`config.mk`:
```
export PLATFORM = sky130hd
export DESIGN_NAME = vga_framebuffer_scaled
export DESIGN_NICKNAME = d
export VERILOG_FILES = /design/src/rtl/vga_framebuffer_scaled.sv
export SDC_FILE = /design/constraint.sdc
export NUM_CORES = 1
export LEC_CHECK = 0
export ABC_AREA = 1
export BUFFER_PORTS_ARGS = -buffer_cell sky130_fd_sc_hd__buf_4
export CORE_AREA = 10 10 573 350
export DETAILED_ROUTE_END_ITERATION = 8
export DIE_AREA = 0 0 583 360
export MAX_ROUTING_LAYER = met4
export PLACE_DENSITY = 0.42
export SETUP_SLACK_MARGIN = 0.05
export SYNTH_ARGS = -nofsm -noshare
export SYNTH_HDL_FRONTEND = slang
export SYNTH_SLANG_ARGS = --single-unit
```
`constraint.sdc`:
```
create_clock -name clk -period 2.93 [get_ports clk]
set_input_delay 0.586 -clock clk [delete_from_list [all_inputs] [get_ports clk]]
set_output_delay 0.586 -clock clk [all_outputs]
set_load 0.03 [all_outputs]
```
`src/rtl/vga_framebuffer_scaled.sv`:
```
// ============================================================================
//  Module  : vga_framebuffer_scaled
//  Purpose : VGA scan-out from a QSPI-RAM framebuffer with integer pixel/line
//            repeat; repeated lines are replayed from an internal line buffer.
//  Revision: 1.0  initial release
// ============================================================================
`default_nettype none

module vga_framebuffer_scaled #(
    parameter int LINE_VISIBLE     = 640,
    parameter int LINE_FRONT_PORCH = 16,
    parameter int LINE_SYNC_PULSE  = 96,
    parameter int LINE_BACK_PORCH  = 48,
    parameter int ROW_VISIBLE      = 480,
    parameter int ROW_FRONT_PORCH  = 10,
    parameter int ROW_SYNC_PULSE   = 2,
    parameter int ROW_BACK_PORCH   = 33,
    parameter int SYNC_POLARITY    = 0,
    parameter int PIXEL_BITS       = 4,
    parameter int H_REPEAT         = 2,
    parameter int V_REPEAT         = 2,
    parameter int READ_LATENCY     = 1
) (
    input  logic                  clk,
    input  logic                  rst_n,
    output logic                  v_sync_out,
    output logic                  h_sync_out,
    output logic [PIXEL_BITS-1:0] gray_out,
    output logic                  frame_start,
    input  logic [PIXEL_BITS-1:0] data_in,
    output logic [PIXEL_BITS+3:0] ctrl_data_out,
    input  logic [PIXEL_BITS-1:0] write_data_in,
    input  logic                  reset_write_ptr,
    input  logic                  write_data,
    output logic                  wrote_data
);

    localparam int H_TOTAL = LINE_VISIBLE + LINE_FRONT_PORCH + LINE_SYNC_PULSE + LINE_BACK_PORCH;
    localparam int V_TOTAL = ROW_VISIBLE + ROW_FRONT_PORCH + ROW_SYNC_PULSE + ROW_BACK_PORCH;
    localparam int HW      = $clog2(H_TOTAL);
    localparam int VW      = $clog2(V_TOTAL);
    localparam int COLS    = LINE_VISIBLE / H_REPEAT;
    localparam int CW      = (COLS > 1) ? $clog2(COLS) : 1;
    localparam int HPW     = (H_REPEAT > 1) ? $clog2(H_REPEAT) : 1;
    localparam int VPW     = (V_REPEAT > 1) ? $clog2(V_REPEAT) : 1;
    localparam int LEAD    = READ_LATENCY + 1;

    localparam logic [HW-1:0]  c_h_last     = HW'(H_TOTAL - 1);
    localparam logic [HW-1:0]  c_h_vis      = HW'(LINE_VISIBLE);
    localparam logic [HW-1:0]  c_hs_start   = HW'(LINE_VISIBLE + LINE_FRONT_PORCH);
    localparam logic [HW-1:0]  c_hs_end     = HW'(LINE_VISIBLE + LINE_FRONT_PORCH + LINE_SYNC_PULSE);
    localparam logic [VW-1:0]  c_v_last     = VW'(V_TOTAL - 1);
    localparam logic [VW-1:0]  c_v_vis      = VW'(ROW_VISIBLE);
    localparam logic [VW-1:0]  c_vs_start   = VW'(ROW_VISIBLE + ROW_FRONT_PORCH);
    localparam logic [VW-1:0]  c_vs_end     = VW'(ROW_VISIBLE + ROW_FRONT_PORCH + ROW_SYNC_PULSE);
    localparam logic [HPW-1:0] c_hp_last    = HPW'(H_REPEAT - 1);
    localparam logic [VPW-1:0] c_vp_last    = VPW'(V_REPEAT - 1);
    localparam logic [HW-1:0]  c_lead_h     = HW'(LEAD);
    localparam logic [HPW-1:0] c_lead_phase = HPW'(LEAD % H_REPEAT);
    localparam logic [CW-1:0]  c_lead_col   = CW'(LEAD / H_REPEAT);

    logic [HW-1:0]  r_h;
    logic [VW-1:0]  r_v;
    logic [HW-1:0]  r_fh;
    logic [VW-1:0]  r_fv;
    logic [HPW-1:0] r_fph;
    logic [VPW-1:0] r_fvph;
    logic [CW-1:0]  r_fcol;
    logic [PIXEL_BITS-1:0] r_pix;
    logic [PIXEL_BITS-1:0] r_line_buf [COLS];
    logic           r_wrote;

    logic w_slot, w_fetch, w_read, w_hs, w_vs, w_vis;
    logic w_cap_slot, w_cap_fetch;
    logic [CW-1:0] w_cap_col;

    always_ff @(posedge clk or negedge rst_n) begin
        if (!rst_n) begin
            r_h <= '0;
            r_v <= '0;
        end else if (r_h == c_h_last) begin
            r_h <= '0;
            r_v <= (r_v == c_v_last) ? '0 : r_v + 1'b1;
        end else begin
            r_h <= r_h + 1'b1;
        end
    end

    // Look-ahead position runs LEAD clocks ahead of the display counters so
    // the read strobe for a column leaves room for the bus latency.
    always_ff @(posedge clk or negedge rst_n) begin
        if (!rst_n) begin
            r_fh   <= c_lead_h;
            r_fv   <= '0;
            r_fph  <= c_lead_phase;
            r_fcol <= c_lead_col;
            r_fvph <= '0;
        end else if (r_fh == c_h_last) begin
            r_fh   <= '0;
            r_fph  <= '0;
            r_fcol <= '0;
            if (r_fv == c_v_last) begin
                r_fv   <= '0;
                r_fvph <= '0;
            end else begin
                r_fv   <= r_fv + 1'b1;
                r_fvph <= (r_fvph == c_vp_last) ? '0 : r_fvph + 1'b1;
            end
        end else begin
            r_fh <= r_fh + 1'b1;
            if (r_fph == c_hp_last) begin
                r_fph  <= '0;
                r_fcol <= r_fcol + 1'b1;
            end else begin
                r_fph <= r_fph + 1'b1;
            end
        end
    end

    assign w_slot  = (r_fh < c_h_vis) && (r_fph == '0) && (r_fv < c_v_vis);
    assign w_fetch = w_slot && (r_fvph == '0);
    assign w_read  = w_fetch & rst_n;

    // Slot/column markers delayed to the clock where the bus data is valid;
    // replay slots ride the same pipe so both line kinds share one timing.
    generate
        if (READ_LATENCY == 0) begin : g_lat_zero
            assign w_cap_slot  = w_slot;
            assign w_cap_fetch = w_fetch;
            assign w_cap_col   = r_fcol;
        end else begin : g_lat_pipe
            logic [READ_LATENCY-1:0] r_slot_pipe;
            logic [READ_LATENCY-1:0] r_fetch_pipe;
            logic [CW-1:0]           r_col_pipe [READ_LATENCY];

            always_ff @(posedge clk or negedge rst_n) begin
                if (!rst_n) begin
                    r_slot_pipe  <= '0;
                    r_fetch_pipe <= '0;
                    for (int i = 0; i < READ_LATENCY; i++) begin
                        r_col_pipe[i] <= '0;
                    end
                end else begin
                    r_slot_pipe[0]  <= w_slot;
                    r_fetch_pipe[0] <= w_fetch;
                    r_col_pipe[0]   <= r_fcol;
                    for (int i = 1; i < READ_LATENCY; i++) begin
                        r_slot_pipe[i]  <= r_slot_pipe[i-1];
                        r_fetch_pipe[i] <= r_fetch_pipe[i-1];
                        r_col_pipe[i]   <= r_col_pipe[i-1];
                    end
                end
            end

            assign w_cap_slot  = r_slot_pipe[READ_LATENCY-1];
            assign w_cap_fetch = r_fetch_pipe[READ_LATENCY-1];
            assign w_cap_col   = r_col_pipe[READ_LATENCY-1];
        end
    endgenerate

    always_ff @(posedge clk or negedge rst_n) begin
        if (!rst_n) begin
            r_pix <= '0;
        end else if (w_cap_slot) begin
            r_pix <= w_cap_fetch ? data_in : r_line_buf[w_cap_col];
        end
    end

    always_ff @(posedge clk) begin
        if (w_cap_slot && w_cap_fetch) begin
            r_line_buf[w_cap_col] <= data_in;
        end
    end

    always_ff @(posedge clk or negedge rst_n) begin
        if (!rst_n) begin
            r_wrote <= 1'b0;
        end else begin
            r_wrote <= write_data;
        end
    end

    assign w_hs  = (r_h >= c_hs_start) && (r_h < c_hs_end);
    assign w_vs  = (r_v >= c_vs_start) && (r_v < c_vs_end);
    assign w_vis = (r_h < c_h_vis) && (r_v < c_v_vis);

    assign h_sync_out    = (SYNC_POLARITY != 0) ? w_hs : ~w_hs;
    assign v_sync_out    = (SYNC_POLARITY != 0) ? w_vs : ~w_vs;
    assign gray_out      = w_vis ? r_pix : '0;
    assign frame_start   = rst_n && (r_h == '0) && (r_v == '0);
    assign wrote_data    = r_wrote;
    assign ctrl_data_out = {w_read, w_vs, write_data, reset_write_ptr, write_data_in};

endmodule

`default_nettype wire

```
# After elaboration in Yosys (flattened, before gate mapping)
# Memories as Yosys holds them, arrays and structs flattened. A register that Yosys moved wholly into a read port is not among the register bits.
# Index checks and enable logic that the tools add are counted.
[totals]
romBits = 0
ramBits = 1280
regBits = 63
latch_bits = 0
in_bits = 12
n_memories = 1
[mem_list]
columns = ["name", "words", "word_bits", "rd", "rd_ports_with_merged_regs", "wr", "line", "source"]
rows = [
  ["r_line_buf", 320, 4, 1, 1, 1, "70", "logic [PIXEL_BITS-1:0] r_line_buf [COLS];"],
]
[classes]
mul = 0
shift = 0
n_bitwise = 5
n_eq_ne = 4
magnitude_cmp = 8
n_addsub = 7
div = 0
n_reduce_logical = 13
n_mux = 13
[ops]
columns = ["cell", "count"]
rows = [
  ["10-bit by 1-bit adder with 10-bit output, second input constant", 4],
  ["10-bit equality test, second input constant", 4],
  ["10-bit two-way mux", 4],
  ["10-bit less-than comparator, second input constant", 3],
  ["10-bit by 9-bit less-than comparator with 1-bit output, second input constant", 3],
  ["10-bit zero test", 2],
  ["9-bit two-way mux", 2],
  ["10-bit >= comparator, second input constant", 1],
  ["10-bit by 9-bit >= comparator with 1-bit output, second input constant", 1],
  ["9-bit by 1-bit adder with 9-bit output, second input constant", 1],
  ["1-bit logical AND", 9],
  ["1-bit two-way mux", 6],
  ["4-bit two-way mux", 1],
  ["1-bit inverter", 4],
  ["1-bit adder, second input constant", 2],
  ["2-bit nonzero test", 1],
  ["1-bit bitwise AND", 1],
  ["1-bit zero test", 1],
]

# Logic depth before layout (Yosys ltp)
[logic_depth]
word_depth = 5
ltp_mapped = 20
mapped_depth_nobuf = 17

# Worst setup path before layout
# Ideal clock, no wire load.
[synth_timing]
path_type = "register to output"
from = "register r_h[0]"
to = "output port frame_start"
path_buffers = 0
arrival_time_ns = 1.742
slack_ns = 0.602
path_stages_with_launch = 6
t_required_ns = 2.344
path_cell_list = "dfrtp_1 > inv_1 > ha_1 > nor4b_1 > nand2_1 > nor4_1"
[synth_via]
elab_chain_len = 3
[synth_lines]
columns = ["item", "line", "source"]
rows = [
  ["start: declaration", "62", "logic [HW-1:0] r_h;"],
  ["start signal: assignment", "85", "r_h <= r_h + 1'b1;"],
  ["10-bit zero test", "190", "assign frame_start = rst_n && (r_h == '0) && (r_v == '0);"],
  ["1-bit logical AND (2 in series)", "190", ""],
  ["end: declaration", "29", "output logic frame_start,"],
]
# No other way between the ends.

# Worst setup path in the final report
[layout_timing]
from = "register r_v[1]"
to = "output port frame_start"
[layout_via]
elab_chain_len = 2
[layout_lines]
columns = ["item", "line", "source"]
rows = [
  ["start: declaration", "63", "logic [VW-1:0] r_v;"],
  ["start signal: assignment", "83", "r_v <= (r_v == c_v_last) ? '0 : r_v + 1'b1;"],
  ["10-bit zero test", "190", ""],
  ["1-bit logical AND", "190", ""],
]
# No other way between the ends.

==> results_dict.tcl <==
set metrics [dict create \
    clkLatencyLatePin_ps 790 \
    synth_nets 5515 \
    grt_use_total 0.175 \
    final_cell_mix "nand2_1 (2802), edfxtp_1 (1280), nor2_1 (518)" \
    wl_mm 184 \
    synth_cells 5494 \
    startpoint_type "register" \
    chipHeight_um 360 \
    fin_worst_skew_ps 33.4 \
    hpwlAfterDp_mm 114 \
    status "finished clean" \
    rsz0062_at_grt "yes" \
    fin_ws_ps 113 \
    vias 38900 \
    worst_slew_pin_slew_ps 871 \
    yosysUniqueCellTypes 39 \
    pre_cts_slack_ps -15.3 \
    pin_count 28 \
    initial_core_util 0.299 \
    worstHoldPathType "in2reg" \
    final_util 0.348 \
    maxCapViolCount 0 \
    max_stage_delay_ps 440 \
    ys_ff_latch 1347 \
    relSlewSlack 0.419 \
    nets 5623 \
    coreArea_um2 190000 \
    grt_pass1_wl_mm 268 \
    setup_viol 0 \
    portBuffers 17 \
    drc 0 \
    critical_path.endpoint_type "output port" \
    ys_seq_area_frac 0.707 \
    critical_path_class "reg2out" \
    fp.dieW_um 583 \
    critPathArrivalTime_ps 2230 \
    r2r_setup_slack_ps 150 \
    cts.clk_slew.worst_paths_ps 60 \
    grt_start_max_net_pins 84 \
    antenna_found_initial 13 \
    clock.fmax_mhz 355 \
    fin_crit_sh 0.961 \
    clock_sinks 1347 \
    ys.warnings.count 0 \
    clockRootBuffer "clkbuf_16" \
    grt_pass1_vias 37500 \
    die_area_um2 210000 \
    slowest_stage "dfrtp_1" \
    h-tree-depth 4 \
    synth_area_um2 56800 \
    hold_violations 0 \
    crit_required_ps 2340 \
    max-vdd-ir-drop_mv 0.480 \
    final_common_cell "nand2_1" \
    numCtsBuffers 141 \
    maxSlewViolCount 0 \
    drtAntennaViolNets 0 \
    syn_avg_cell_area_um2 10.3 \
    syn_to_final_growth_pct 16.5 \
    drt_pass1_iterations 7 \
    grt-ovfl-total 0 \
    drt-initial-drc-count 4227 \
    p_leak_nw 25.2 \
    place.gp.congestion 0.807 \
    drive_above_1_share 0.0889 \
    wl_per_cell_um 22.4 \
    viasPerCell 4.73 \
    crit_fanout 4 \
    power_density_nw_per_um2 585 \
    period_needed_ps 2820 \
    cts_tree "built" \
    crit_path_cell_trace "inv_2 > ha_1 > nand4_1 > nor4_4 > buf_6" \
    cts_buffer_depth 4 \
    rows 124 \
]
cell usage after synthesis:
master     number  area (um2)
nand4_1        57         357
a221oi_1        1        8.76
buf_2         152         761
o21a_1          3        22.5
nand3_1       175         876
a211oi_1        2        15.0
nor2_8          1        20.0
buf_1          17        63.8
nor4_2          1        12.5
inv_4           1        6.26
inv_2           1        3.75
xnor2_1         1        8.76
nor2_2          2        12.5
nor2_4          1        11.3
nor4b_1         1        8.76
ha_1            9         113
clkbuf_1      106         398
nor3b_1         4        30.0
buf_4          14         105
nand4_2         1        12.5
and2_1          1        6.26
a21oi_1        34         170
inv_1          81         304
edfxtp_1     1280       38400
xor2_1         14         123
dfstp_2         2        52.6
nor2_1        543        2040
o2111ai_1       1        8.76
clkinv_1        2        7.51
dfrtp_1        65        1630
nand2_1      2827       10600
nor3_1         31         155
o31ai_1         1        7.51
o21ai_1        14        70.1
buf_6           8        90.1
nor4_1         13        81.3
mux2_2          1        11.3
nand3_2         1        10.0
o21ai_0        25         125
worst max-delay path, delay by kind of cell, from the launching register on:
| kind | cells | cell delay [ps] |
|---|---|---|
| and+or+nand+nor | 2 | 560 |
| adders and majority gates | 1 | 190 |
| DFF | 1 | 440 |
| buffers and inverters | 2 | 290 |
sequential cells by signal (all words and copies together), names as in the netlist:
signal / count
g_lat_pipe.r_col_pipe: 9
g_lat_pipe.r_fetch_pipe: 1
g_lat_pipe.r_slot_pipe: 1
r_fcol: 9
r_fh: 10
r_fph: 1
r_fv: 10
r_fvph: 1
r_h: 10
r_line_buf: 1280
r_pix: 4
r_v: 10
wrote_data: 1
through the flow:
step           hold WS [ps]  TNS, ps  instances  power, mW  area [um2]
2_1_floorplan           290        0       5494       21.5       56800
3_3_place_gp            365    -95.8       7964       22.0       61400
3_5_place_dp            364    -21.3       7964       22.0       61400
4_1_cts                 249        0       8210       39.0       65700
5_1_grt                 255    -55.2       8221       39.9       66100
6_report                265        0       8221       38.7       66100
final cells by class:
cell class	count	area [um2]
antenna	1	2.50
clock buffer	187	3790
clock inverter	54	388
fill	19100	124000
inverter	85	343
multi-input combinational	3765	15100
sequential	1347	40100
tap	2520	3150
timing repair buffer	262	3190
final timing paths:
kind                                                     from                            endpoint  depth (start not counted)
hold reg to reg                         r_fcol[6]$_DFFE_PN0N_  g_lat_pipe.r_col_pipe[6]$_DFF_PN0_                          0
setup reg to reg           g_lat_pipe.r_col_pipe[0]$_DFF_PN0_                r_pix[0]$_DFFE_PN0P_                         18
setup / recovery                           r_v[1]$_DFFE_PN0N_                         frame_start                          5
max in group asynchronous                               rst_n                   r_fh[1]$_DFF_PN1_                          4
min in group asynchronous                               rst_n                 r_fv[6]$_DFFE_PN0N_                          3
hold / removal                                     data_in[2]        r_line_buf[233][2]$_DFFE_PP_                          1
metal layers:
layer	GRT usage	share of wire	vias up	wire (um)
met5	-	0	-	0
met4	0.0264	0.015	0	2700
met3	0.0328	0.073	194	13400
met2	0.237	0.40	1274	74000
met1	0.272	0.51	19100	94300
li1	-	-	18300	-
kinds of logic (layout without fill, tap and decap cells):
family | Yosys count | in the layout | synth area share
compound gates | 81 | 81 | 0.00754
xor+xnor | 15 | 15 | 0.00231
fa+ha+maj | 9 | 9 | 0.00198
buf+inv | 382 | 588 | 0.0306
flops | 1347 | 1347 | 0.707
mux | 1 | 1 | 0.000198
other cells | 0 | 1 | 0
simple gates | 3659 | 3659 | 0.251
power breakdown:
part | internal, mW | leakage (nW) | switching [mW]
clock network | 9.52 | 2.03 | 7.60
registers | 21.1 | 12.4 | 0.00567
logic | 0.0853 | 10.8 | 0.401
what timing repair did:
| action | in CTS | in global routing |
|---|---|---|
| setup buffers | 2 | 5 |
| pin swaps | 0 | 7 |
| setup endpoints to repair | 3 | 7 |
| hold buffers | 2 | 0 |
| gates resized for setup | 10 | 62 |
| cloned | 1 | 5 |
| hold endpoints to repair | 31 | 0 |
(Power assumes the default switching activity.)
